File: src/rtl/hazard_ctrl_if.sv
// rtl/hazard_ctrl_if.sv - datapath <-> hazard controller signal bundle
// master: pipeline datapath side; slave: hazard_ctrl side.
interface hazard_ctrl_if;
  logic [4:0] Rs1D;
  logic [4:0] Rs2D;
  logic [4:0] Rs1E;
  logic [4:0] Rs2E;
  logic [4:0] RdE;
  logic [4:0] RdM;
  logic [4:0] RdW;
  logic       LoadE;
  logic       RegWriteM;
  logic       RegWriteW;
  logic       PCSrcE;
  logic       MulStartE;
  logic       StallF;
  logic       StallD;
  logic       FlushD;
  logic       StallE;
  logic       FlushE;
  logic       FlushM;
  logic [1:0] ForwardAE;
  logic [1:0] ForwardBE;
  logic       MulDoneE;
  logic       MulBusy;

  modport master (
    output Rs1D, Rs2D, Rs1E, Rs2E, RdE, RdM, RdW,
    output LoadE, RegWriteM, RegWriteW, PCSrcE, MulStartE,
    input  StallF, StallD, FlushD, StallE, FlushE, FlushM,
    input  ForwardAE, ForwardBE, MulDoneE, MulBusy
  );

  modport slave (
    input  Rs1D, Rs2D, Rs1E, Rs2E, RdE, RdM, RdW,
    input  LoadE, RegWriteM, RegWriteW, PCSrcE, MulStartE,
    output StallF, StallD, FlushD, StallE, FlushE, FlushM,
    output ForwardAE, ForwardBE, MulDoneE, MulBusy
  );
endinterface

File: src/rtl/hazard_ctrl.sv
// rtl/hazard_ctrl.sv - RV32I 5-stage hazard controller: forwarding, load-use, multi-cycle sequencing
// Optional stall/flush performance counters enabled by defining HAZ_PERF_CNT_EN.
module hazard_ctrl #(
  parameter int MUL_LAT = 4,
  parameter int CNT_W   = 4,
  parameter int PERF_W  = 32
) (
  input  logic              clk,
  input  logic              nrst,
  hazard_ctrl_if.slave      hz
`ifdef HAZ_PERF_CNT_EN
  ,
  output logic [PERF_W-1:0] StallCnt,
  output logic [PERF_W-1:0] FlushCnt
`endif
);

  typedef enum logic [1:0] {
    IDLE = 2'd0,
    BUSY = 2'd1,
    DONE = 2'd2
  } state_t;

  state_t           state_q, state_d;
  logic [CNT_W-1:0] cnt_q, cnt_d;
  logic             done_q, done_d;
  logic             busy_q, busy_d;

  logic mc_idle;
  logic mc_stall;
  logic lw_match;
  logic lw_stall;

  // M-stage result is younger than W, so it wins when both match.
  always_comb begin
    hz.ForwardAE = 2'b00;
    if (hz.RegWriteM && hz.RdM != 5'd0 && hz.RdM == hz.Rs1E)
      hz.ForwardAE = 2'b10;
    else if (hz.RegWriteW && hz.RdW != 5'd0 && hz.RdW == hz.Rs1E)
      hz.ForwardAE = 2'b01;
  end

  always_comb begin
    hz.ForwardBE = 2'b00;
    if (hz.RegWriteM && hz.RdM != 5'd0 && hz.RdM == hz.Rs2E)
      hz.ForwardBE = 2'b10;
    else if (hz.RegWriteW && hz.RdW != 5'd0 && hz.RdW == hz.Rs2E)
      hz.ForwardBE = 2'b01;
  end

  assign mc_idle  = (state_q == IDLE) && !hz.MulStartE;
  assign mc_stall = ((state_q == IDLE) && hz.MulStartE) || (state_q == BUSY);
  assign lw_match = (hz.RdE == hz.Rs1D) || (hz.RdE == hz.Rs2D);
  assign lw_stall = hz.LoadE && (hz.RdE != 5'd0) && lw_match && !hz.PCSrcE && mc_idle;

  // Gated by nrst so every control drops the instant reset asserts.
  assign hz.StallF   = nrst & (lw_stall | mc_stall);
  assign hz.StallD   = nrst & (lw_stall | mc_stall);
  assign hz.StallE   = nrst & mc_stall;
  assign hz.FlushM   = nrst & mc_stall;
  assign hz.FlushD   = nrst & mc_idle & hz.PCSrcE;
  assign hz.FlushE   = nrst & mc_idle & (hz.PCSrcE | lw_stall);
  assign hz.MulDoneE = done_q;
  assign hz.MulBusy  = busy_q;

  always_comb begin
    state_d = state_q;
    cnt_d   = cnt_q;
    unique case (state_q)
      IDLE: begin
        if (hz.MulStartE) begin
          cnt_d   = CNT_W'(MUL_LAT - 2);
          state_d = (MUL_LAT == 2) ? DONE : BUSY;
        end
      end
      BUSY: begin
        cnt_d = cnt_q - 1'b1;
        if (cnt_q == CNT_W'(1))
          state_d = DONE;
      end
      DONE:    state_d = IDLE;
      default: state_d = IDLE;
    endcase
    done_d = (state_d == DONE);
    busy_d = (state_d != IDLE);
  end

  always_ff @(posedge clk or negedge nrst) begin
    if (!nrst) begin
      state_q <= IDLE;
      cnt_q   <= '0;
      done_q  <= 1'b0;
      busy_q  <= 1'b0;
    end else begin
      state_q <= state_d;
      cnt_q   <= cnt_d;
      done_q  <= done_d;
      busy_q  <= busy_d;
    end
  end

`ifdef HAZ_PERF_CNT_EN
  logic [PERF_W-1:0] stall_cnt_q, flush_cnt_q;

  always_ff @(posedge clk or negedge nrst) begin
    if (!nrst) begin
      stall_cnt_q <= '0;
      flush_cnt_q <= '0;
    end else begin
      if (hz.StallF)
        stall_cnt_q <= stall_cnt_q + PERF_W'(1);
      if (hz.FlushD | hz.FlushE)
        flush_cnt_q <= flush_cnt_q + PERF_W'(1);
    end
  end

  assign StallCnt = stall_cnt_q;
  assign FlushCnt = flush_cnt_q;
`endif

endmodule

File: src/flat_wrapper.sv
// flat-port wrapper written by rule: the top's interface ports become plain ports
module hazard_ctrl_flat 
#(
  parameter int MUL_LAT = 4,
  parameter int CNT_W   = 4,
  parameter int PERF_W  = 32
)
  (clk, nrst, hz_Rs1D, hz_Rs2D, hz_Rs1E, hz_Rs2E, hz_RdE, hz_RdM, hz_RdW, hz_LoadE, hz_RegWriteM, hz_RegWriteW, hz_PCSrcE, hz_MulStartE, hz_StallF, hz_StallD, hz_FlushD, hz_StallE, hz_FlushE, hz_FlushM, hz_ForwardAE, hz_ForwardBE, hz_MulDoneE, hz_MulBusy);
  hazard_ctrl_if hz_i ();
  input  logic clk;
  input  logic nrst;
  input wire logic [$bits(hz_i.Rs1D)-1:0] hz_Rs1D;
  input wire logic [$bits(hz_i.Rs2D)-1:0] hz_Rs2D;
  input wire logic [$bits(hz_i.Rs1E)-1:0] hz_Rs1E;
  input wire logic [$bits(hz_i.Rs2E)-1:0] hz_Rs2E;
  input wire logic [$bits(hz_i.RdE)-1:0] hz_RdE;
  input wire logic [$bits(hz_i.RdM)-1:0] hz_RdM;
  input wire logic [$bits(hz_i.RdW)-1:0] hz_RdW;
  input wire logic [$bits(hz_i.LoadE)-1:0] hz_LoadE;
  input wire logic [$bits(hz_i.RegWriteM)-1:0] hz_RegWriteM;
  input wire logic [$bits(hz_i.RegWriteW)-1:0] hz_RegWriteW;
  input wire logic [$bits(hz_i.PCSrcE)-1:0] hz_PCSrcE;
  input wire logic [$bits(hz_i.MulStartE)-1:0] hz_MulStartE;
  output wire logic [$bits(hz_i.StallF)-1:0] hz_StallF;
  output wire logic [$bits(hz_i.StallD)-1:0] hz_StallD;
  output wire logic [$bits(hz_i.FlushD)-1:0] hz_FlushD;
  output wire logic [$bits(hz_i.StallE)-1:0] hz_StallE;
  output wire logic [$bits(hz_i.FlushE)-1:0] hz_FlushE;
  output wire logic [$bits(hz_i.FlushM)-1:0] hz_FlushM;
  output wire logic [$bits(hz_i.ForwardAE)-1:0] hz_ForwardAE;
  output wire logic [$bits(hz_i.ForwardBE)-1:0] hz_ForwardBE;
  output wire logic [$bits(hz_i.MulDoneE)-1:0] hz_MulDoneE;
  output wire logic [$bits(hz_i.MulBusy)-1:0] hz_MulBusy;
  assign hz_i.Rs1D = hz_Rs1D;
  assign hz_i.Rs2D = hz_Rs2D;
  assign hz_i.Rs1E = hz_Rs1E;
  assign hz_i.Rs2E = hz_Rs2E;
  assign hz_i.RdE = hz_RdE;
  assign hz_i.RdM = hz_RdM;
  assign hz_i.RdW = hz_RdW;
  assign hz_i.LoadE = hz_LoadE;
  assign hz_i.RegWriteM = hz_RegWriteM;
  assign hz_i.RegWriteW = hz_RegWriteW;
  assign hz_i.PCSrcE = hz_PCSrcE;
  assign hz_i.MulStartE = hz_MulStartE;
  assign hz_StallF = hz_i.StallF;
  assign hz_StallD = hz_i.StallD;
  assign hz_FlushD = hz_i.FlushD;
  assign hz_StallE = hz_i.StallE;
  assign hz_FlushE = hz_i.FlushE;
  assign hz_FlushM = hz_i.FlushM;
  assign hz_ForwardAE = hz_i.ForwardAE;
  assign hz_ForwardBE = hz_i.ForwardBE;
  assign hz_MulDoneE = hz_i.MulDoneE;
  assign hz_MulBusy = hz_i.MulBusy;
  hazard_ctrl #(.MUL_LAT(MUL_LAT), .CNT_W(CNT_W), .PERF_W(PERF_W)) u_core (.clk(clk), .nrst(nrst), .hz(hz_i));
endmodule
File: config.mk
export PLATFORM = sky130hd
export DESIGN_NAME = hazard_ctrl_flat
export DESIGN_NICKNAME = d
export VERILOG_FILES = /design/src/rtl/hazard_ctrl_if.sv /design/src/rtl/hazard_ctrl.sv /design/src/flat_wrapper.sv
export SDC_FILE = /design/constraint.sdc
export NUM_CORES = 1
export LEC_CHECK = 0
export CAP_MARGIN = 30
export CORE_AREA = 10 10 58 65
export CTS_BUF_LIST = sky130_fd_sc_hd__clkbuf_8
export CTS_CLUSTER_SIZE = 12
export DETAILED_ROUTE_END_ITERATION = 12
export DIE_AREA = 0 0 68 75
export PLACE_DENSITY = 0.76
export SYNTH_ARGS = -nofsm -noshare
export SYNTH_HDL_FRONTEND = slang
export SYNTH_SLANG_ARGS = --single-unit
export TNS_END_PERCENT = 30
File: constraint.sdc
create_clock -name clk -period 1.47 [get_ports clk]
set_input_delay 0.2205 -clock clk [delete_from_list [all_inputs] [get_ports clk]]
set_output_delay 0.2205 -clock clk [all_outputs]
set_load 0.05 [all_outputs]
==> flow_summary.toml, run 1 <==
[status]
status = "finished, violations left"
failed_checks = "negative setup slack"

[routing]
via_count = 1030
drc_errors = 0
met2_length_um = 1950
ant_nets = 0
drt_wl_total_um = 3770
wl_met1_um = 1450
post_drt_wl_per_cell_um = 17.9
drtIter0Drc = 25
met3_length_um = 319
first_pass_iters = 4
via_per_inst = 4.88
highest-signal-layer = "met4"

[timing]
rsz0062_at_grt = "true"
worstMarginPinSlew_ps = 320
finalCritPeriodShare_pct = 127
hold_violations = 0
final_max_slew_viol_count = 0
period_minus_slack_ps = 1870
clock_skew_ps = 5.92
fmax_mhz = 534
slew_headroom_pct = 78.5
finalSetupViolCount = 10
setup_ws_ps = -403

[finish]
postLayoutCoreUtil_pct = 76.8
final_common_cell = "buf_4"
stdcell_count = 211
final_net_count = 226
final_layout_size_suffix_gt1_share_pct = 51.1
layout_common_cells = "33 x buf_4, 22 x xor2_1, 13 x clkdlybuf4s50_1, 13 x buf_6, 9 x dlygate4sd2_1"
areaGrowthSynthToFinish_pct = 140
diodes = 0

[floorplan]
rows = 19
initial_core_util_pct = 31.9
core_um2 = 2470
die_w_um = 68
dieArea_um2 = 5100
io_pins = 54
die_h_um = 75

[power_and_ir_drop]
leakagePower_nw = 0.891
power_density_nw_per_um2 = 949
worst_ir_drop_vdd_uv = 1040

[min_path]
hp-class = "input port to async pin"

[place]
numPortBuffers = 53
gp_congestion = 0.978
placed_cells = 205
dp_hpwl_um = 2810

[global_route]
grt_pass1_wl_um = 5530
grt_max_degree = 7
antenna_found_initial = 0
track_usage_pct = 14.3
grt_pass1_vias = 1089
overflow = 0

[synthesis]
yosys_register_bits = 8
synthMuxAreaShare_pct = 1.27
syn-num-nets = 131
synth_largest_area_cell = "xor2_1"
syn_avg_cell_area_um2 = 9.07
ys_types = 28
synth_compound_area_share_pct = 11.3
syn_inst = 87
yosysTopAreaCellShare_pct = 26.6
synthAdderAreaFrac_pct = 3.17
yosys.area_share.simple_pct = 21.9
yosysSeqAreaShare_pct = 25.4
synth_top_family_by_area = "XOR/XNOR gates"
synthXorXnorAreaFrac_pct = 33.3
synth_area_um2 = 790
yosysWarnings = 0
yosys-top-cells-area = "xor2_1 27%, dfrtp_1 25%, xnor2_1 6.7%, or4_1 3.8%, ha_1 3.2%"

[clock_tree]
cts_buffers = 3
clk_path_buf_depth = 2
cts_tree = "yes"
cts.sinks = 8
clock_latency_ps = 230
hold_buffers = 0
clk_pin_slew_worst_paths_ps = 40
cts_max_level = 1
root_buffer = "clkbuf_8"

[setup_path]
worstPathArrival_ps = 1650
required_ps = 1250
rrSetupSlack_ps = 220
crit_path_end_kind = "output port"
setup.worst_path.class = "input port to output port"
critPathLaunchType = "input port"
crit_path_max_fanout = 2

[job]
max-cap-violations = 0
[stage by stage]
stage / setup slack (ps) / setup TNS (ps) / area, µm² / power [W] / hold slack, ps
2_1_floorplan: -387 / -1430 / 861 / 0.000946 / -75.1
3_3_place_gp: -778 / -4420 / 1760 / 0.00143 / 455
3_5_place_dp: -813 / -4620 / 1760 / 0.00146 / 457
4_1_cts: -433 / -2440 / 1850 / 0.00178 / 220
5_1_grt: -438 / -2870 / 1900 / 0.00192 / 212
6_report: -403 / -2400 / 1900 / 0.00180 / 218
[worst paths after layout]
path	startpoint	end	cells past startpoint
worst max-delay path	hz_Rs1E[1]	hz_ForwardAE[0]	5
worst min-delay path	nrst	u_core.hz.MulBusy	1
worst max register to register	u_core.cnt_q[2]	u_core.cnt_q[3]	3
worst min register to register	u_core.state_q[1]	u_core.state_q[1]	1
max in group asynchronous	nrst	u_core.cnt_q[3]	2
min in group clk	hz_MulStartE	u_core.hz.MulBusy	4
[logic make-up after synthesis]
kind of cell | Yosys count
flip-flops | 8
adder cells (fa/ha/maj) | 2
AO/OA/AOI/OAI | 12
AND/OR/NAND/NOR | 28
multiplexers | 1
XOR/XNOR | 30
buffers and inverters | 6
[synth_stat cells, drive strengths merged]
master	instances
and3	1
inv	4
a21o	1
a32oi	1
a22oi	1
nor4	4
o2111ai	1
o21bai	2
or4	5
ha	2
xnor2	6
nor3	4
mux2i	1
dfrtp	8
a22o	2
nor2	5
buf	2
or3	1
nand2	1
xor2	24
nand3	4
o21ai	4
nor2b	1
and2	2
[critical path, stage by stage]
cell           delay [ps]
dlygate4sd2_1         260
xor2_1                150
or4_4                 550
nor4_4                280
buf_12                180
[what timing repair did]
item	4_1_cts	5_1_grt
resized for setup	61	33
pin swaps	17	12
hold endpoints to repair	0	0
setup buffers	1	3
endpoints found under the setup margin	10	10
gates cloned	0	0
[state kept, by name, indices dropped and copies added (netlist names)]
signal	flops
u_core.state_q	2
u_core.cnt_q	4
u_core.hz.MulDoneE	1
u_core.hz.MulBusy	1
[report_power, final]
| part | total [W] | switching (W) | internal [W] |
|---|---|---|---|
| logic | 0.00114 | 0.000562 | 0.000575 |
| clock network | 0.000266 | 0.0000888 | 0.000178 |
| registers | 0.000399 | 0.0000808 | 0.000318 |
| total | 0.00180 | 0.000732 | 0.00107 |
[layer usage]
metal	up-vias	GRT usage [%]
met5	-	0
met1	484	16.1
met4	0	4.70
met2	42	25.2
li1	496	-
met3	8	4.01
[cell type report]
| class | count | area, µm² |
|---|---|---|
| multi-input combinational | 73 | 703 |
| inverter | 4 | 15.0 |
| timing repair buffer | 92 | 898 |
| sequential | 8 | 201 |
| clock buffer | 3 | 41.3 |
| tap | 31 | 38.8 |
| fill | 160 | 574 |
Power figures use the tool's default switching activity.
==> run 2: changes to the inputs <==
Settings changed: CORE_AREA 10 10 58 65 to 10 10 63 60, DIE_AREA 0 0 68 75 to 0 0 73 70.
==> flow_summary.toml, run 2 (synthesis gave the netlist of run 1 again) <==
[floorplan]
io_pins = 54
die_h_um = 70
initial_core_util_pct = 30.8
core_um2 = 2570
dieArea_um2 = 5110
die_w_um = 73
rows = 18

[timing]
slew_headroom_pct = 76.9
rsz0062_at_grt = "true"
final_max_slew_viol_count = 0
worstMarginPinSlew_ps = 347
period_minus_slack_ps = 1880
finalCritPeriodShare_pct = 128
hold_ws_ps = 34.9
clock_skew_ps = 0.514
hold_violations = 0
fin_tns_setup_ps = -2400
finalSetupViolCount = 10
fmax_mhz = 531
setup_ws_ps = -414

[global_route]
grt_max_degree = 7
overflow = 0
grt_pass1_wl_um = 5220
antenna_found_initial = 0
track_usage_pct = 12.5
grt_pass1_vias = 1091

[finish]
largest_reg_flops = 4
areaGrowthSynthToFinish_pct = 132
final_layout_size_suffix_gt1_share_pct = 45.1
final_net_count = 219
largest_register = "u_core.cnt_q"
diodes = 0
reg.largest.list = "u_core.cnt_q x4, u_core.state_q x2"
postLayoutCoreUtil_pct = 71.4
layout_common_cells = "31 x buf_4, 22 x xor2_1, 17 x dlygate4sd2_1, 9 x clkdlybuf4s50_1, 8 x dfrtp_1"
final_common_cell = "buf_4"
final_cell_area_um2 = 1830

[place]
gp_congestion = 0.901
numPortBuffers = 53
place_area_um2 = 1700
dp_hpwl_um = 2850

[clock_tree]
root_buffer = "clkbuf_8"
hold_buffers = 0
clock_latency_ps = 230
clk_pin_slew_worst_paths_ps = 40
cts_buffers = 3
clk_path_buf_depth = 2
cts_max_level = 1
cts.sinks = 8
cts_tree = "yes"

[power_and_ir_drop]
total_power_w = 0.00174
power_density_nw_per_um2 = 947
leakagePower_nw = 0.860
worst_ir_drop_vdd_uv = 1070

[setup_path]
required_ps = 1250
crit_path_max_fanout = 2
critPathLaunchType = "input port"
crit_path_end_kind = "output port"
worstPathArrival_ps = 1660
setup.worst_path.class = "input port to output port"

[routing]
ant_nets = 0
drc_errors = 0
drt_wl_total_um = 3300
drtIter0Drc = 51
first_pass_iters = 6
post_drt_wl_per_cell_um = 16.2
via_per_inst = 4.89
via_count = 993

[status]
status = "finished, violations left"
failed_checks = "negative setup slack"

[job]
max-cap-violations = 0

[min_path]
hp-class = "input port to async pin"
[run 2: path summary, 6_finish.rpt]
path / start / endpoint / slack [ps] / cells after the start
max in group asynchronous: nrst / u_core.cnt_q[3] / 1300 / 2
hold / removal: nrst / u_core.hz.MulBusy / 30 / 2
setup / recovery: hz_RdM[2] / hz_ForwardAE[0] / -410 / 6
setup reg to reg: u_core.cnt_q[2] / u_core.cnt_q[3] / 200 / 3
hold reg to reg: u_core.cnt_q[3] / u_core.cnt_q[3] / 560 / 1
min in group clk: hz_MulStartE / u_core.hz.MulBusy / 550 / 4
[run 2: layout make-up]
class                      count  area [µm²]
multi-input combinational     73         718
clock buffer                   3        41.3
sequential                     8         200
inverter                       4        15.0
tap                           30        37.5
timing repair buffer          85         821
fill                         193         734
[run 2: metrics by stage]
stage,worst slack [ps],std cells
global route,-454,203
finish,-414,203
floorplan,-387,87
detailed placement,-816,199
CTS,-440,203
global placement,-785,199
[run 2: what timing repair did]
action	4_1_cts	5_1_grt
endpoints found under the setup margin	10	10
buffers inserted	1	2
gates resized for setup	66	16
pin swaps	18	12
[run 2: worst max-delay path, stage by stage]
cell	delay, ps
buf_6	90
or4_4	540
o21ai_4	210
nor4_4	70
nor4_4	350
buf_12	180
[run 2: power by group]
group	total, W	switching [W]	internal, W
registers	0.000386	0.0000702	0.000316
logic	0.00109	0.000550	0.000538
clock network	0.000261	0.0000841	0.000177
total	0.00174	0.000704	0.00103
[run 2: metal layers]
layer / GRT usage, % / wire, µm / share of wire, %
met4: 3.80 / 44 / 1.3
met3: 2.68 / 199 / 6.0
met1: 14.0 / 1310 / 40
met5: 0 / 0 / 0
met2: 22.4 / 1740 / 53
